<file path="src/rtl/lvds_panel_sequencer.sv">
// LCD panel power sequencer and pixel raster generator sitting ahead of the LVDS transmitter.
// Power-up runs VDD -> link -> backlight; power-down mirrors it and finishes the current frame before the link drops.
module lvds_panel_sequencer #(
   parameter int unsigned H_ACTIVE   = 1024,
   parameter int unsigned H_BLANK    = 320,
   parameter int unsigned V_ACTIVE   = 600,
   parameter int unsigned V_BLANK    = 35,
   parameter int unsigned T_VDD_LINK = 500000,
   parameter int unsigned T_LINK_BL  = 10000000,
   parameter int unsigned T_BL_LINK  = 10000000,
   parameter int unsigned T_LINK_VDD = 500000,
   parameter int unsigned DLY_W      = 24
) (
   input  logic        clk_x1,
   input  logic        sys_rst,
   input  logic        panel_en,
   input  logic [7:0]  pix_r,
   input  logic [7:0]  pix_g,
   input  logic [7:0]  pix_b,
   output logic        vdd_en,
   output logic        lvds_en,
   output logic        bl_en,
   output logic        pix_req,
   output logic [10:0] x,
   output logic [9:0]  y,
   output logic        frame_start,
   output logic        DE,
   output logic [7:0]  R,
   output logic [7:0]  G,
   output logic [7:0]  B,
   output logic        busy
);

   localparam logic [10:0] H_LAST   = 11'(H_ACTIVE + H_BLANK - 1);
   localparam logic [9:0]  V_LAST   = 10'(V_ACTIVE + V_BLANK - 1);
   localparam logic [10:0] H_ACT    = 11'(H_ACTIVE);
   localparam logic [9:0]  V_ACT    = 10'(V_ACTIVE);
   localparam logic [DLY_W-1:0] VL_END = DLY_W'(T_VDD_LINK - 1);
   localparam logic [DLY_W-1:0] LB_END = DLY_W'(T_LINK_BL - 1);
   localparam logic [DLY_W-1:0] BL_END = DLY_W'(T_BL_LINK - 1);
   localparam logic [DLY_W-1:0] LV_END = DLY_W'(T_LINK_VDD - 1);

   typedef enum logic [2:0] {
      OFF,
      PWR_UP,
      LINK_UP,
      ON,
      BL_DOWN,
      LINK_DOWN
   } state_t;

   state_t            state, state_nxt;
   logic [DLY_W-1:0]  cnt;
   logic              cnt_inc;
   logic [10:0]       h;
   logic [9:0]        v;
   logic              running;
   logic              frame_end;

   assign running   = (state == LINK_UP) || (state == ON) || (state == BL_DOWN);
   assign frame_end = (h == H_LAST) && (v == V_LAST);

   always_comb begin
      state_nxt = state;
      cnt_inc   = 1'b0;
      unique case (state)
         OFF: begin
            if (panel_en) state_nxt = PWR_UP;
         end
         PWR_UP: begin
            cnt_inc = 1'b1;
            if (!panel_en)          state_nxt = LINK_DOWN;
            else if (cnt == VL_END) state_nxt = LINK_UP;
         end
         LINK_UP: begin
            cnt_inc = 1'b1;
            if (!panel_en)          state_nxt = BL_DOWN;
            else if (cnt == LB_END) state_nxt = ON;
         end
         ON: begin
            if (!panel_en) state_nxt = BL_DOWN;
         end
         BL_DOWN: begin
            // counter saturates at the minimum delay, then we wait for the frame to close
            cnt_inc = (cnt != BL_END);
            if ((cnt == BL_END) && frame_end) state_nxt = LINK_DOWN;
         end
         LINK_DOWN: begin
            cnt_inc = 1'b1;
            if (cnt == LV_END) state_nxt = OFF;
         end
         default: state_nxt = OFF;
      endcase
   end

   always_ff @(posedge clk_x1) begin
      if (sys_rst) begin
         state       <= OFF;
         cnt         <= '0;
         h           <= '0;
         v           <= '0;
         vdd_en      <= 1'b0;
         lvds_en     <= 1'b0;
         bl_en       <= 1'b0;
         busy        <= 1'b0;
         pix_req     <= 1'b0;
         x           <= '0;
         y           <= '0;
         frame_start <= 1'b0;
         DE          <= 1'b0;
         R           <= '0;
         G           <= '0;
         B           <= '0;
      end else begin
         state <= state_nxt;
         if (state_nxt != state) cnt <= '0;
         else if (cnt_inc)       cnt <= cnt + 1'b1;

         vdd_en  <= (state_nxt != OFF);
         lvds_en <= (state_nxt == LINK_UP) || (state_nxt == ON) || (state_nxt == BL_DOWN);
         bl_en   <= (state_nxt == ON);
         busy    <= (state_nxt != OFF) && (state_nxt != ON);

         if (running) begin
            if (h == H_LAST) begin
               h <= '0;
               v <= (v == V_LAST) ? '0 : v + 1'b1;
            end else begin
               h <= h + 1'b1;
            end
         end else begin
            h <= '0;
            v <= '0;
         end

         pix_req     <= running && (h < H_ACT) && (v < V_ACT);
         x           <= h;
         y           <= v;
         frame_start <= running && (h == '0) && (v == '0);

         DE <= pix_req;
         R  <= pix_req ? pix_r : '0;
         G  <= pix_req ? pix_g : '0;
         B  <= pix_req ? pix_b : '0;
      end
   end

endmodule

</file>
<file path="config.mk">
export PLATFORM = sky130hd
export DESIGN_NAME = lvds_panel_sequencer
export DESIGN_NICKNAME = d
export VERILOG_FILES = /design/src/rtl/lvds_panel_sequencer.sv
export SDC_FILE = /design/constraint.sdc
export NUM_CORES = 1
export LEC_CHECK = 0
export CAP_MARGIN = 10
export CORE_ASPECT_RATIO = 0.9
export CORE_MARGIN = 2
export CORE_UTILIZATION = 55
export DETAILED_ROUTE_END_ITERATION = 12
export PLACE_DENSITY = 0.95
export SLEW_MARGIN = 20
export SYNTH_ARGS = -nofsm -noshare
export SYNTH_HDL_FRONTEND = slang
export SYNTH_SLANG_ARGS = --single-unit
</file>
<file path="constraint.sdc">
create_clock -name clk_x1 -period 3.07 [get_ports clk_x1]
set_input_delay 0.7675 -clock clk_x1 [delete_from_list [all_inputs] [get_ports clk_x1]]
set_output_delay 0.7675 -clock clk_x1 [all_outputs]
set_load 0.01 [all_outputs]
</file>
==> flow_metrics.tcl <==
set metrics [dict create \
    timing.hold.ws_ns 0.501 \
    drv_slew 0 \
    drt_iter0_markers 267 \
    switching_share_pct 25.9 \
    rr_startpoint "cnt[0]$_SDFFE_PP0P_" \
    critical_path_class "register to register" \
    synth-edff-count 0 \
    path_max_fanout 13 \
    postCtsHoldBufs 0 \
    port-buffer-count 78 \
    dr_wl_met2_mm 4.99 \
    postCtsSetupRepairBufs 0 \
    clock_latency_ns 0.36 \
    core_um2 7110 \
    fin_worst_skew_ns 0.0115 \
    cts_inserted_buffers 9 \
    ioPinCount 79 \
    cts-root-buf "clkbuf_8" \
    die_y_um 85.8 \
    setup_violations 0 \
    reg2reg_slack_ns 0.53 \
    vias_per_cell 5.93 \
    ys_ff_latch 100 \
    cp.arrival_ns 2.79 \
    critPathCapture "cnt[12]$_SDFFE_PP0P_" \
    tightestPinTransition_ns 0.690 \
    maxCapViolations 0 \
    place_inst 599 \
    cts_max_level 3 \
    wl_per_cell_um 17.2 \
    worstHoldStart "h[0]$_SDFF_PP0_" \
    clock_path_buffers 2 \
    place_congestion 1.01 \
    drcViolationCount 0 \
    startpoint_type "register" \
    p_comb_share_pct 10.8 \
    ys_warn_count 0 \
    period_needed_ns 2.54 \
    end_kind "register" \
    ys.flop_type "dfxtp_1" \
    cp.required_ns 3.32 \
    outcome "finished, final reports clean" \
    grt_usage_pct 26.8 \
    syn_nets 473 \
    area_growth_pct 26.0 \
    maxUsedRoutingLayer "met4" \
    yosysUniqueCellTypes 54 \
    power.internal_mw 1.87 \
    r2r-end "cnt[12]$_SDFFE_PP0P_" \
    fill_cells 476 \
    syn_area_per_cell_um2 9.30 \
    synthTopCellsByArea "dfxtp_1 49%, and2_1 4.0%, nor2_1 3.8%" \
    vias 3645 \
    cpMaxStageDelayCell "nor4_1" \
    slowest_delay_ns 0.57 \
    p_switching_mw 0.653 \
    dp_hpwl_mm 7.46 \
    hold_class "register to register" \
    diodes 0 \
    path_clk_slew_ns 0.10 \
    finalHoldViolations 0 \
    met3_length_um 916 \
    critPathLaunch "cnt[0]$_SDFFE_PP0P_" \
    p_seq_share_pct 53.9 \
    clock_sinks 100 \
    synth_top_area_share_pct 48.9 \
    drt_wl_total_mm 10.6 \
    final_nets 550 \
    path_cells "ha_1 -> nor3b_1 -> nand2_1 -> nor4_1 -> a21oi_1 -> a21oi_2 -> buf_4 -> o21ba_2" \
    overflow 0 \
    post_cts_resized 0 \
    p_per_area_nw_per_um2 490 \
    wl_met1_mm 4.45 \
    row_count 29 \
    max_slew_margin_pct 53.8 \
    rsz0062_at_grt "false" \
    fmax_mhz 394 \
    antenna_found_initial 0 \
    fin_tns_setup_ns 0 \
    fp.dieW_um 94.9 \
    drtAntennaViolNets 0 \
    synth_seq_area_share_pct 48.9 \
    drive_above_1_share_pct 6.90 \
    grt_pass1_vias 3520 \
    synth_cells 440 \
    grt_max_degree 26 \
    vdd_drop_max_mv 0.274 \
    synth_area_um2 4090 \
    cts_tree "yes" \
    yosys.area.top_type "dfxtp_1" \
    fp.dieArea_um2 8140 \
    initial_core_util_pct 57.5 \
    power_mw 2.52 \
    async_reset_ff_share_pct 0 \
    fin_crit_sh_pct 82.6 \
    fin_util_pct 72.5 \
    firstDrtPassIters 4 \
    reg2reg_depth 8 \
    grt_pass1_wl_mm 17.2 \
    p_clk_share_pct 35.3 \
    p_leak_nw 1.79 \
    final_cell_count_no_fill 615 \
]
-- placed cells by master (no fill, tap or decap), types with 4 or more instances in the layout --
master	Yosys	layout
dfxtp_1	100	100
clkdlybuf4s50_1	0	78
nor2_1	41	41
nand2_1	34	34
and2_1	26	26
nor2b_1	24	23
a21oi_1	21	21
nand3_1	15	15
o21ai_0	15	15
xor2_1	14	14
nand4_1	11	11
or3_1	10	10
clkbuf_8	0	10
inv_1	9	9
xnor2_1	9	9
nor4b_1	8	8
nor3_1	8	8
and3_1	6	6
nor4_1	6	6
o31ai_1	6	6
ha_1	6	6
or4_1	5	5
and4_1	4	4
o21a_1	4	4
buf_4	5	4
-- sequential cells by signal, summed over array words and instances, names as in the netlist, 3 cells and up --
signal,flops
G,8
h,11
state,3
v,10
cnt,24
y,10
R,8
x,11
B,8
-- cell usage after synthesis, types with 2 or more instances --
| cell | count |
|---|---|
| o21ai_1 | 2 |
| clkbuf_1 | 6 |
| buf_4 | 5 |
| nor3_1 | 8 |
| nand4_2 | 2 |
| dfxtp_1 | 100 |
| or4_1 | 5 |
| o31ai_1 | 6 |
| o21ai_0 | 15 |
| nand3_1 | 15 |
| a21oi_1 | 21 |
| and4_1 | 4 |
| nand2b_1 | 3 |
| nor2_1 | 41 |
| and3_1 | 6 |
| nand4_1 | 11 |
| inv_1 | 9 |
| or3_1 | 10 |
| nor4b_1 | 8 |
| nor4_1 | 6 |
| or3_2 | 2 |
| o2111ai_1 | 2 |
| nor2b_1 | 24 |
| buf_2 | 5 |
| ha_1 | 6 |
| o21a_1 | 4 |
| o21ai_2 | 3 |
| nor3b_1 | 2 |
| a211o_1 | 2 |
| xor2_1 | 14 |
| a21o_1 | 3 |
| xnor2_1 | 9 |
| nor4b_2 | 2 |
| and2_1 | 26 |
| nand2_1 | 34 |
-- worst max-delay path, delay by kind of cell (launching register included) --
family                     cells  cell delay [ns]
and+or+nand+nor                3             0.99
AOI/OAI and AO/OA              3             0.51
DFF                            1             0.40
adders and majority gates      1             0.32
buffers and inverters          1             0.22
-- kinds of logic after synthesis --
family          Yosys count  share of synthesized area [%]
compound gates           70                           11.4
simple gates            215                           29.7
xor+xnor                 23                           4.93
fa+ha+maj                 6                           1.84
buf+inv                  25                           2.91
mux                       1                          0.245
flops                   100                           48.9
-- power by group through the flow --
stage          Sequential (mW)  Combinational (mW)  Clock (mW)
2_1_floorplan             1.39               0.148           0
6_report                  1.36               0.273       0.892
3_5_place_dp              1.39               0.264           0
3_3_place_gp              1.39               0.254           0
5_1_grt                   1.37               0.293       0.957
4_1_cts                   1.36               0.269       0.901
-- layout make-up --
class                      count  area, um2  share of cell area [%]
clock buffer                  10        138                    2.67
clock inverter                 6       82.6                    1.60
inverter                       9       33.8                   0.655
multi-input combinational    315       1970                    38.3
sequential                   100       2000                    38.8
tap                           93        116                    2.26
timing repair buffer          82        811                    15.7
-- layer usage --
metal	GRT usage, %	vias to the layer above
met5	0	-
li1	-	1700
met3	5.36	38
met2	46.0	208
met1	33.6	1699
met4	9.22	0
-- metrics by stage --
step	setup slack, ns	cell area [um2]
after floorplan	1.06	4090
after global placement	0.442	4930
after detailed placement	0.395	4930
after CTS	0.602	5150
after global routing	0.313	5150
final	0.535	5150
-- worst min-delay path by stage --
stage                                endpoint  slack [ns]  cells past startpoint
final                         h[0]$_SDFF_PP0_        0.50                      1
after global routing      cnt[1]$_SDFFE_PP0P_        0.55                      2
after floorplan               h[0]$_SDFF_PP0_        0.45                      1
after CTS                     h[0]$_SDFF_PP0_        0.50                      1
after global placement    cnt[1]$_SDFFE_PP0P_        0.47                      2
after detailed placement      h[0]$_SDFF_PP0_        0.48                      1
(Power assumes the default switching activity.)
